### src/rtl/dac_serial_writer.sv
// FIFO-buffered MSB-first SYN/SCLK/DIN frame writer; pop-to-SYN-fall 1 clk, wr_ready = FIFO not full.
// Optional power-up init frame of INIT_WORD when DAC_WR_INIT_EN is defined.
module dac_serial_writer #(
  parameter int          WORD_W    = 32,
  parameter int          DIV       = 1,
  parameter int          DEPTH     = 4,
  parameter int          GAP_CYC   = 2,
  parameter logic [63:0] INIT_WORD = 64'h0000_0000_0800_0001
) (
  input  logic                     clk,
  input  logic                     reset,
  input  logic                     wr_valid,
  input  logic [WORD_W-1:0]        wr_data,
  output logic                     wr_ready,
  output logic                     DIN,
  output logic                     SCLK,
  output logic                     SYN,
  output logic                     over,
  output logic                     busy,
  output logic [$clog2(DEPTH):0]   level
);

  localparam int AW = $clog2(DEPTH);
  localparam int LW = AW + 1;
  localparam int BW = $clog2(WORD_W) + 1;
  localparam int HW = $clog2(DIV) + 1;
  localparam int GW = $clog2(GAP_CYC) + 1;

  localparam logic [HW-1:0]     HC_LAST  = HW'(DIV - 1);
  localparam logic [GW-1:0]     GC_LAST  = GW'((GAP_CYC > 1) ? GAP_CYC - 2 : 0);
  localparam logic [BW-1:0]     BC_DONE  = BW'(WORD_W);
  localparam logic [BW-1:0]     BC_LASTB = BW'(WORD_W - 1);
  localparam logic [LW-1:0]     LVL_FULL = LW'(DEPTH);
  localparam logic [WORD_W-1:0] INIT_VAL = INIT_WORD[WORD_W-1:0];

`ifdef DAC_WR_INIT_EN
  localparam logic INIT_RST = 1'b1;
`else
  localparam logic INIT_RST = 1'b0;
`endif

  typedef enum logic [2:0] {IDLE, SETUP, LOW, HIGH, END, GAP} state_t;

  state_t            state_q, state_d;
  logic [WORD_W-1:0] mem_q [DEPTH];
  logic [AW-1:0]     wp_q, rp_q;
  logic [LW-1:0]     level_q, level_d;
  logic              rdy_q;
  logic [WORD_W-1:0] sr_q, sr_d;
  logic [BW-1:0]     bc_q, bc_d;
  logic [HW-1:0]     hc_q, hc_d;
  logic [GW-1:0]     gc_q, gc_d;
  logic              init_pend_q, init_pend_d;
  logic              din_q, din_d;
  logic              sclk_q, syn_q, over_q, busy_q;
  logic              push, pop, in_frame;
  logic [WORD_W-1:0] load_word;

  assign push      = wr_valid && rdy_q;
  assign pop       = (state_q == IDLE) && !init_pend_q && (level_q != '0);
  assign load_word = init_pend_q ? INIT_VAL : mem_q[rp_q];

  always_ff @(posedge clk) begin
    if (push) mem_q[wp_q] <= wr_data;
  end

  always_comb begin
    level_d = level_q;
    if (push && !pop)      level_d = level_q + LW'(1);
    else if (!push && pop) level_d = level_q - LW'(1);
  end

  always_comb begin
    state_d     = state_q;
    sr_d        = sr_q;
    bc_d        = bc_q;
    hc_d        = hc_q;
    gc_d        = gc_q;
    din_d       = din_q;
    init_pend_d = init_pend_q;
    case (state_q)
      IDLE: begin
        if (init_pend_q || (level_q != '0)) begin
          sr_d        = load_word;
          din_d       = load_word[WORD_W-1];
          bc_d        = '0;
          hc_d        = '0;
          init_pend_d = 1'b0;
          state_d     = SETUP;
        end
      end
      SETUP: begin
        if (hc_q == HC_LAST) begin
          hc_d    = '0;
          state_d = LOW;
        end else begin
          hc_d = hc_q + HW'(1);
        end
      end
      LOW: begin
        if (hc_q == HC_LAST) begin
          hc_d    = '0;
          bc_d    = bc_q + BW'(1);
          state_d = HIGH;
          // After the final bit DIN holds until SYN rises.
          if (bc_q != BC_LASTB) begin
            sr_d  = sr_q << 1;
            din_d = sr_q[WORD_W-2];
          end
        end else begin
          hc_d = hc_q + HW'(1);
        end
      end
      HIGH: begin
        if (hc_q == HC_LAST) begin
          hc_d    = '0;
          state_d = (bc_q == BC_DONE) ? END : LOW;
        end else begin
          hc_d = hc_q + HW'(1);
        end
      end
      END: begin
        gc_d    = '0;
        state_d = (GAP_CYC > 1) ? GAP : IDLE;
      end
      GAP: begin
        if (gc_q == GC_LAST) state_d = IDLE;
        else                 gc_d    = gc_q + GW'(1);
      end
      default: state_d = IDLE;
    endcase
    in_frame = (state_d == SETUP) || (state_d == LOW) || (state_d == HIGH);
    if (!in_frame) din_d = 1'b0;
  end

  // Pins are decoded from the next state so they change on the same edge as the FSM.
  always_ff @(posedge clk or negedge reset) begin
    if (!reset) begin
      state_q     <= IDLE;
      wp_q        <= '0;
      rp_q        <= '0;
      level_q     <= '0;
      rdy_q       <= 1'b0;
      sr_q        <= '0;
      bc_q        <= '0;
      hc_q        <= '0;
      gc_q        <= '0;
      init_pend_q <= INIT_RST;
      din_q       <= 1'b0;
      sclk_q      <= 1'b1;
      syn_q       <= 1'b1;
      over_q      <= 1'b0;
      busy_q      <= 1'b0;
    end else begin
      state_q     <= state_d;
      if (push) wp_q <= wp_q + AW'(1);
      if (pop)  rp_q <= rp_q + AW'(1);
      level_q     <= level_d;
      rdy_q       <= (level_d != LVL_FULL);
      sr_q        <= sr_d;
      bc_q        <= bc_d;
      hc_q        <= hc_d;
      gc_q        <= gc_d;
      init_pend_q <= init_pend_d;
      din_q       <= din_d;
      sclk_q      <= (state_d != LOW);
      syn_q       <= !in_frame;
      over_q      <= (state_d == END);
      busy_q      <= (level_d != '0) || (state_d != IDLE) || init_pend_d;
    end
  end

  assign wr_ready = rdy_q;
  assign DIN      = din_q;
  assign SCLK     = sclk_q;
  assign SYN      = syn_q;
  assign over     = over_q;
  assign busy     = busy_q;
  assign level    = level_q;

endmodule
### config.mk
export PLATFORM = sky130hd
export DESIGN_NAME = dac_serial_writer
export DESIGN_NICKNAME = d
export VERILOG_FILES = /design/src/rtl/dac_serial_writer.sv
export SDC_FILE = /design/constraint.sdc
export NUM_CORES = 1
export LEC_CHECK = 0
export CAP_MARGIN = 20
export CORE_MARGIN = 2
export CORE_UTILIZATION = 25
export CTS_BUF_LIST = sky130_fd_sc_hd__clkbuf_8
export DETAILED_ROUTE_END_ITERATION = 8
export MAX_ROUTING_LAYER = met4
export PLACE_DENSITY = 0.48
export SLEW_MARGIN = 20
export SYNTH_ARGS = -nofsm -noshare
export SYNTH_HDL_FRONTEND = slang
export SYNTH_SLANG_ARGS = --single-unit
export TNS_END_PERCENT = 5
### constraint.sdc
create_clock -name clk -period 2.17 [get_ports clk]
set_input_delay 0.434 -clock clk [delete_from_list [all_inputs] [get_ports clk]]
set_output_delay 0.434 -clock clk [all_outputs]
set_load 0.01 [all_outputs]
After elaboration in Yosys (flattened, before gate mapping)
Memory sizes are Yosys's and may differ from the RTL's.
Index checks and enable logic that the tools add are counted.
{"block": "word_totals", "regBits": 57, "ram_bits": 128, "in_bits": 35, "n_memories": 1}
{"memory": "mem_q", "words": 4, "word_bits": 32, "rd": 1, "rd_clocked_by_memory_dff": 0, "wr": 1, "line_no": "45", "text": "logic [WORD_W-1:0] mem_q [DEPTH];"}
{"block": "op_classes", "n_addsub": 7, "eq_ne": 21, "mux": 31, "reduce_logical": 28}
{"op": "two-way mux 31 bit", "count": 3}
{"op": "case mux 31 bit (2 select lines)", "count": 1}
{"op": "two-way mux 32 bit", "count": 1}
{"op": "two-way mux 3 bit", "count": 8}
{"op": "case mux 3 bit (6 select lines)", "count": 1}
{"op": "equality test 3 x 2 -> 1 bit (second input constant)", "count": 4}
{"op": "two-way mux 6 bit", "count": 2}
{"op": "case mux 6 bit (2 select lines)", "count": 1}
{"op": "two-way mux 1 bit", "count": 10}
{"op": "equality test 3 bit (second input constant)", "count": 3}
{"op": "inequality test 3 bit (second input constant)", "count": 3}
{"op": "nonzero test 3 bit", "count": 3}
{"op": "AND reduction 4 bit", "count": 2}
{"op": "adder 2 x 1 -> 2 bit (second input constant)", "count": 3}
{"op": "adder 6 x 1 -> 6 bit (second input constant)", "count": 1}
{"op": "equality test 3 x 1 -> 1 bit (second input constant)", "count": 2}
{"op": "equality test 6 bit (second input constant)", "count": 1}
{"op": "inequality test 2 bit (second input constant)", "count": 3}
{"op": "inequality test 3 x 2 -> 1 bit (second input constant)", "count": 2}
{"op": "inequality test 6 x 5 -> 1 bit (second input constant)", "count": 1}
{"op": "nonzero test 2 bit", "count": 3}
{"op": "logical AND 1 bit", "count": 5}
{"op": "logical OR 1 bit", "count": 5}
{"op": "logical NOT 1 bit", "count": 4}
{"op": "13 further kinds", "count": 15}

Logic depth before layout (Yosys ltp)
{"block": "logic_depth", "depth_word": 9, "mapped_depth": 8}

Worst setup path after synthesis
No wires, ideal clock.
{"block": "synth_path", "path_type": "reg-to-reg", "from": "register wp_q[0]", "to": "memory mem_q[2][0], enable pin", "setup_time_ns": 0.392, "arrival_ns": 1.460, "required_time_ns": 1.778, "slack_ns": 0.318, "stages_incl_launch_ff": 4, "n_path_buf": 0, "synth_period_minus_slack_ns": 1.852, "path_cell_list": "dfrtp_1 inv_1 ha_1 and3_1"}
{"item": "start: declaration", "line_no": "46", "text": "logic [AW-1:0] wp_q, rp_q;"}
{"item": "start signal: assignment", "line_no": "156", "text": "if (push) wp_q <= wp_q + AW'(1);"}
{"item": "end: declaration", "line_no": "45"}
Straight into the memory's write port.

Final worst setup path
{"block": "layout_path", "from": "register level_q[0], in the netlist level[0]", "to": "register busy_q, in the netlist busy"}
{"block": "layout_between", "elab_chain_len": 8, "word_cells_on_any_way": 18, "cone_classes": "add/sub: 2; mux: 6; reduce/logical: 10"}
{"item": "start: declaration", "line_no": "47", "text": "logic [LW-1:0] level_q, level_d;"}
{"item": "start signal: assignment", "line_no": "158", "text": "level_q <= level_d;"}
{"item": "branches (longest 7 deep; another with subtractor 3 x 1 -> 3 bit)"}
{"item": "logical OR 1 bit (*)", "line_no": "169", "text": "busy_q <= (level_d != '0) || (state_d != IDLE) || init_pend_d;"}
{"item": "end signal: assignment", "line_no": "169"}
{"item": "end: declaration", "line_no": "55", "text": "logic sclk_q, syn_q, over_q, busy_q;"}
Every way passes the cells marked *.
A chain may end at the register's enable or synchronous reset.

==> impl_metrics.ini <==
[run_status]
outcome = finished clean

[grt]
grt_max_degree = 38
grt_pass1_vias = 4113
track_usage_pct = 10.4
grt_antenna_before_repair = 0
grt_overflow = 0
grt_pass1_wl_um = 23500

[power_and_ir_drop]
p_total_mw = 8.03
cellLeakagePower_nw = 3.13
powerDensity_mw_per_mm2 = 921
ir_drop_uv = 422

[clock_tree]
clk_latency_ns = 0.45
post_cts_buffers = 0
cts_made_buffers = 17
clock-sinks = 184
cts_tree = built
htreeDepth = 4
clkSlewWorstSetupHoldPaths_ns = 0.10
clk_path_buf_depth = 2
cts_root_buffer = clkbuf_8

[synthesis]
synth-seq-area-share_pct = 71.8
synth_compound_area_share_pct = 7.60
synthMuxAreaShare_pct = 10.3
synth_top_family_by_area = multiplexers
ys_types = 43
yosys_warnings = 0
syn_inst = 445
synthArstFlopShare_pct = 30.4
synth-seq-cells = 184
syn-num-nets = 490
synth_ff_type = edfxtp_1
yosys.area_share.simple_pct = 5.98
postSynthAreaPerCell_um2 = 16.4
synth-edff-count = 128
syn_area_mm2 = 0.00731
synth_xor_area_share_pct = 0.719
yosys.area_share.adder_pct = 1.71

[floorplanning]
dieArea_mm2 = 0.0306
start_util_pct = 25.4
rows = 62
core_mm2 = 0.0288
die_w_um = 175
die_h_um = 175
num_io_pins = 44

[sta]
worst_clock_skew_ns = 0.0121
fin_crit_sh_pct = 92.3
slew_headroom_pct = 59.9
final.setup.worst_slack_ns = 0.168
finalSetupViolations = 0
rsz0062_at_grt = false
hold_viol_final = 0
max_clock_freq_mhz = 499
worst_pin_slew_ns = 0.601
hold-worst-slack_ns = 0.487
finalSetupTns_ns = 0
slew_viol_final = 0
period_minus_slack_ns = 2.00

[setup_path]
worstPathMaxFanout = 5
reg2regPathDepth = 7
cpPeakStageDelay_ns = 0.50
cp-end-kind = flop
crit_path_start_kind = flop
r2r_setup_slack_ns = 0.17
arrival_ns = 2.32
cp_slowest_cell = or3b_2
path_cells = inv_1 -> ha_1 -> or3b_2 -> a21oi_1 -> o2bb2ai_1 -> nor2_1 -> nand4b_1
cp.required_ns = 2.49
r2r_start = level[0]$_DFF_PN0_
r2r-end = busy$_DFF_PN0_
path_class = flop to flop

[cells_and_area]
fin_nets = 548
n_antenna_cell = 0
multi_input_area_mm2 = 0.00192
drive_above_1_share_pct = 17.8
register_area_mm2 = 0.00525
fin_util_pct = 30.3
area_delta_synth_final_pct = 19.3
n_fill_cell = 2820

[placement]
io_buffer_count = 43
place.gp.congestion = 0.757
dpl.hpwl_um = 9300
place_ws_ns = 0.186

[hold_path]
whs_endpoint = sr_q[16]$_DFFE_PN0P_
holdPathStages = 2
worstHoldStart = sr_q[16]$_DFFE_PN0P_
hp-class = flop to flop

[drt]
vias_per_cell = 4.37
ant_nets = 0
drt_pass1_iterations = 4
drc_errors = 0
wire_per_inst_um = 16.3
via_count = 3930
routed_wl_um = 14600
drtIter0Drc = 308

[job]
maxCapViolations = 0
worst max path at each step:
stage	cells past startpoint	start	slack, ns	end
after floorplan	3	wp_q[0]$_DFFE_PN0P_	0.32	mem_q[2][0]$_DFFE_PP_
after global placement	7	level[0]$_DFF_PN0_	0.21	busy$_DFF_PN0_
after detailed placement	6	wr_valid	0.19	busy$_DFF_PN0_
after CTS	7	level[0]$_DFF_PN0_	0.16	sr_q[21]$_DFFE_PN0P_
after global routing	7	level[0]$_DFF_PN0_	0.01	busy$_DFF_PN0_
final	7	level[0]$_DFF_PN0_	0.17	busy$_DFF_PN0_
report_power, final:
group          internal, mW  switching [mW]
clock network         0.959            1.30
logic                 0.548           0.706
registers              4.36           0.156
routing by layer:
metal | up-vias | share of wire [%] | track usage, %
met3 | 6 | 3.4 | 2.70
met4 | 0 | 0.59 | 2.40
met2 | 65 | 47 | 15.4
li1 | 1824 | - | -
met1 | 2035 | 49 | 14.3
met5 | - | 0 | -
state kept, by name, summed over array words and instances (netlist names), 2 cells and up:
signal	flops
bc_q	6
gc_q	2
level	3
mem_q	128
rp_q	2
sr_q	31
state_q	3
wp_q	2
worst max-delay path, delay by kind of cell, from the launching register on:
kind,cells,cell delay [ns]
AND/OR/NAND/NOR,3,0.76
flip-flops,1,0.44
AO/OA/AOI/OAI,2,0.36
adder cells (fa/ha/maj),1,0.18
buffers and inverters,1,0.14
stage by stage:
| step | cell area (um^2) | cells |
|---|---|---|
| 2_1_floorplan | 7310 | 445 |
| 3_3_place_gp | 8310 | 867 |
| 3_5_place_dp | 8310 | 867 |
| 4_1_cts | 8710 | 900 |
| 5_1_grt | 8720 | 900 |
| 6_report | 8720 | 900 |
cells in the mapped netlist (2+ instances only):
master | instances | area, um^2
a31o_2 | 2 | 17.5
nand3_1 | 2 | 10.0
nor2_1 | 12 | 45.0
nand2_1 | 51 | 191
clkbuf_1 | 11 | 41.3
clkbuf_2 | 2 | 10.0
a21oi_1 | 8 | 40.0
dfstp_2 | 2 | 52.6
mux4_2 | 32 | 721
xor2_1 | 3 | 26.3
a22oi_1 | 29 | 218
nor3_1 | 2 | 10.0
o21ai_1 | 2 | 10.0
nand4_1 | 2 | 12.5
dfrtp_1 | 54 | 1350
inv_1 | 10 | 37.5
nand4b_1 | 2 | 17.5
mux2i_1 | 3 | 30.0
and3_1 | 6 | 37.5
edfxtp_1 | 128 | 3840
o21ai_0 | 35 | 175
xnor2_1 | 3 | 26.3
and2_1 | 2 | 12.5
nor2b_1 | 5 | 31.3
ha_1 | 10 | 125
buf_2 | 10 | 50.1
area by class of cell:
class / count / share of cell area [%]
sequential: 184 / 60.2
multi-input combinational: 228 / 22.1
timing repair buffer: 62 / 7.31
tap: 384 / 5.51
clock buffer: 17 / 2.68
clock inverter: 15 / 1.79
inverter: 10 / 0.431
cells by family (layout without fill, tap and decap cells):
logic type / after synthesis / in the layout
AND/OR/NAND/NOR: 91 / 91
XOR/XNOR: 6 / 6
AO/OA/AOI/OAI: 86 / 86
multiplexers: 35 / 35
buffers and inverters: 33 / 104
flip-flops: 184 / 184
adder cells (fa/ha/maj): 10 / 10
repair_timing:
item / 4_1_cts / 5_1_grt
setup endpoints to repair: 0 / 13
endpoints found under the hold margin: 19 / 0
resized for setup: 0 / 1
hold buffers: 1 / 0
cells in the final DEF (no fill, tap or decap), types with 4 or more instances in the layout:
cell             count
clkdlybuf4s50_1     42
buf_4               12
edfxtp_1           128
mux4_2              32
clkbuf_8            17
a21oi_1              8
dfrtp_1             53
inv_1               10
nor2_1              11
buf_12               5
o21ai_0             35
inv_8                4
a22oi_1             29
ha_1                10
and3_1               6
nand2_1             51
inv_6                5
nor2b_1              5
Note: power is estimated with default switching activity, not from simulation.
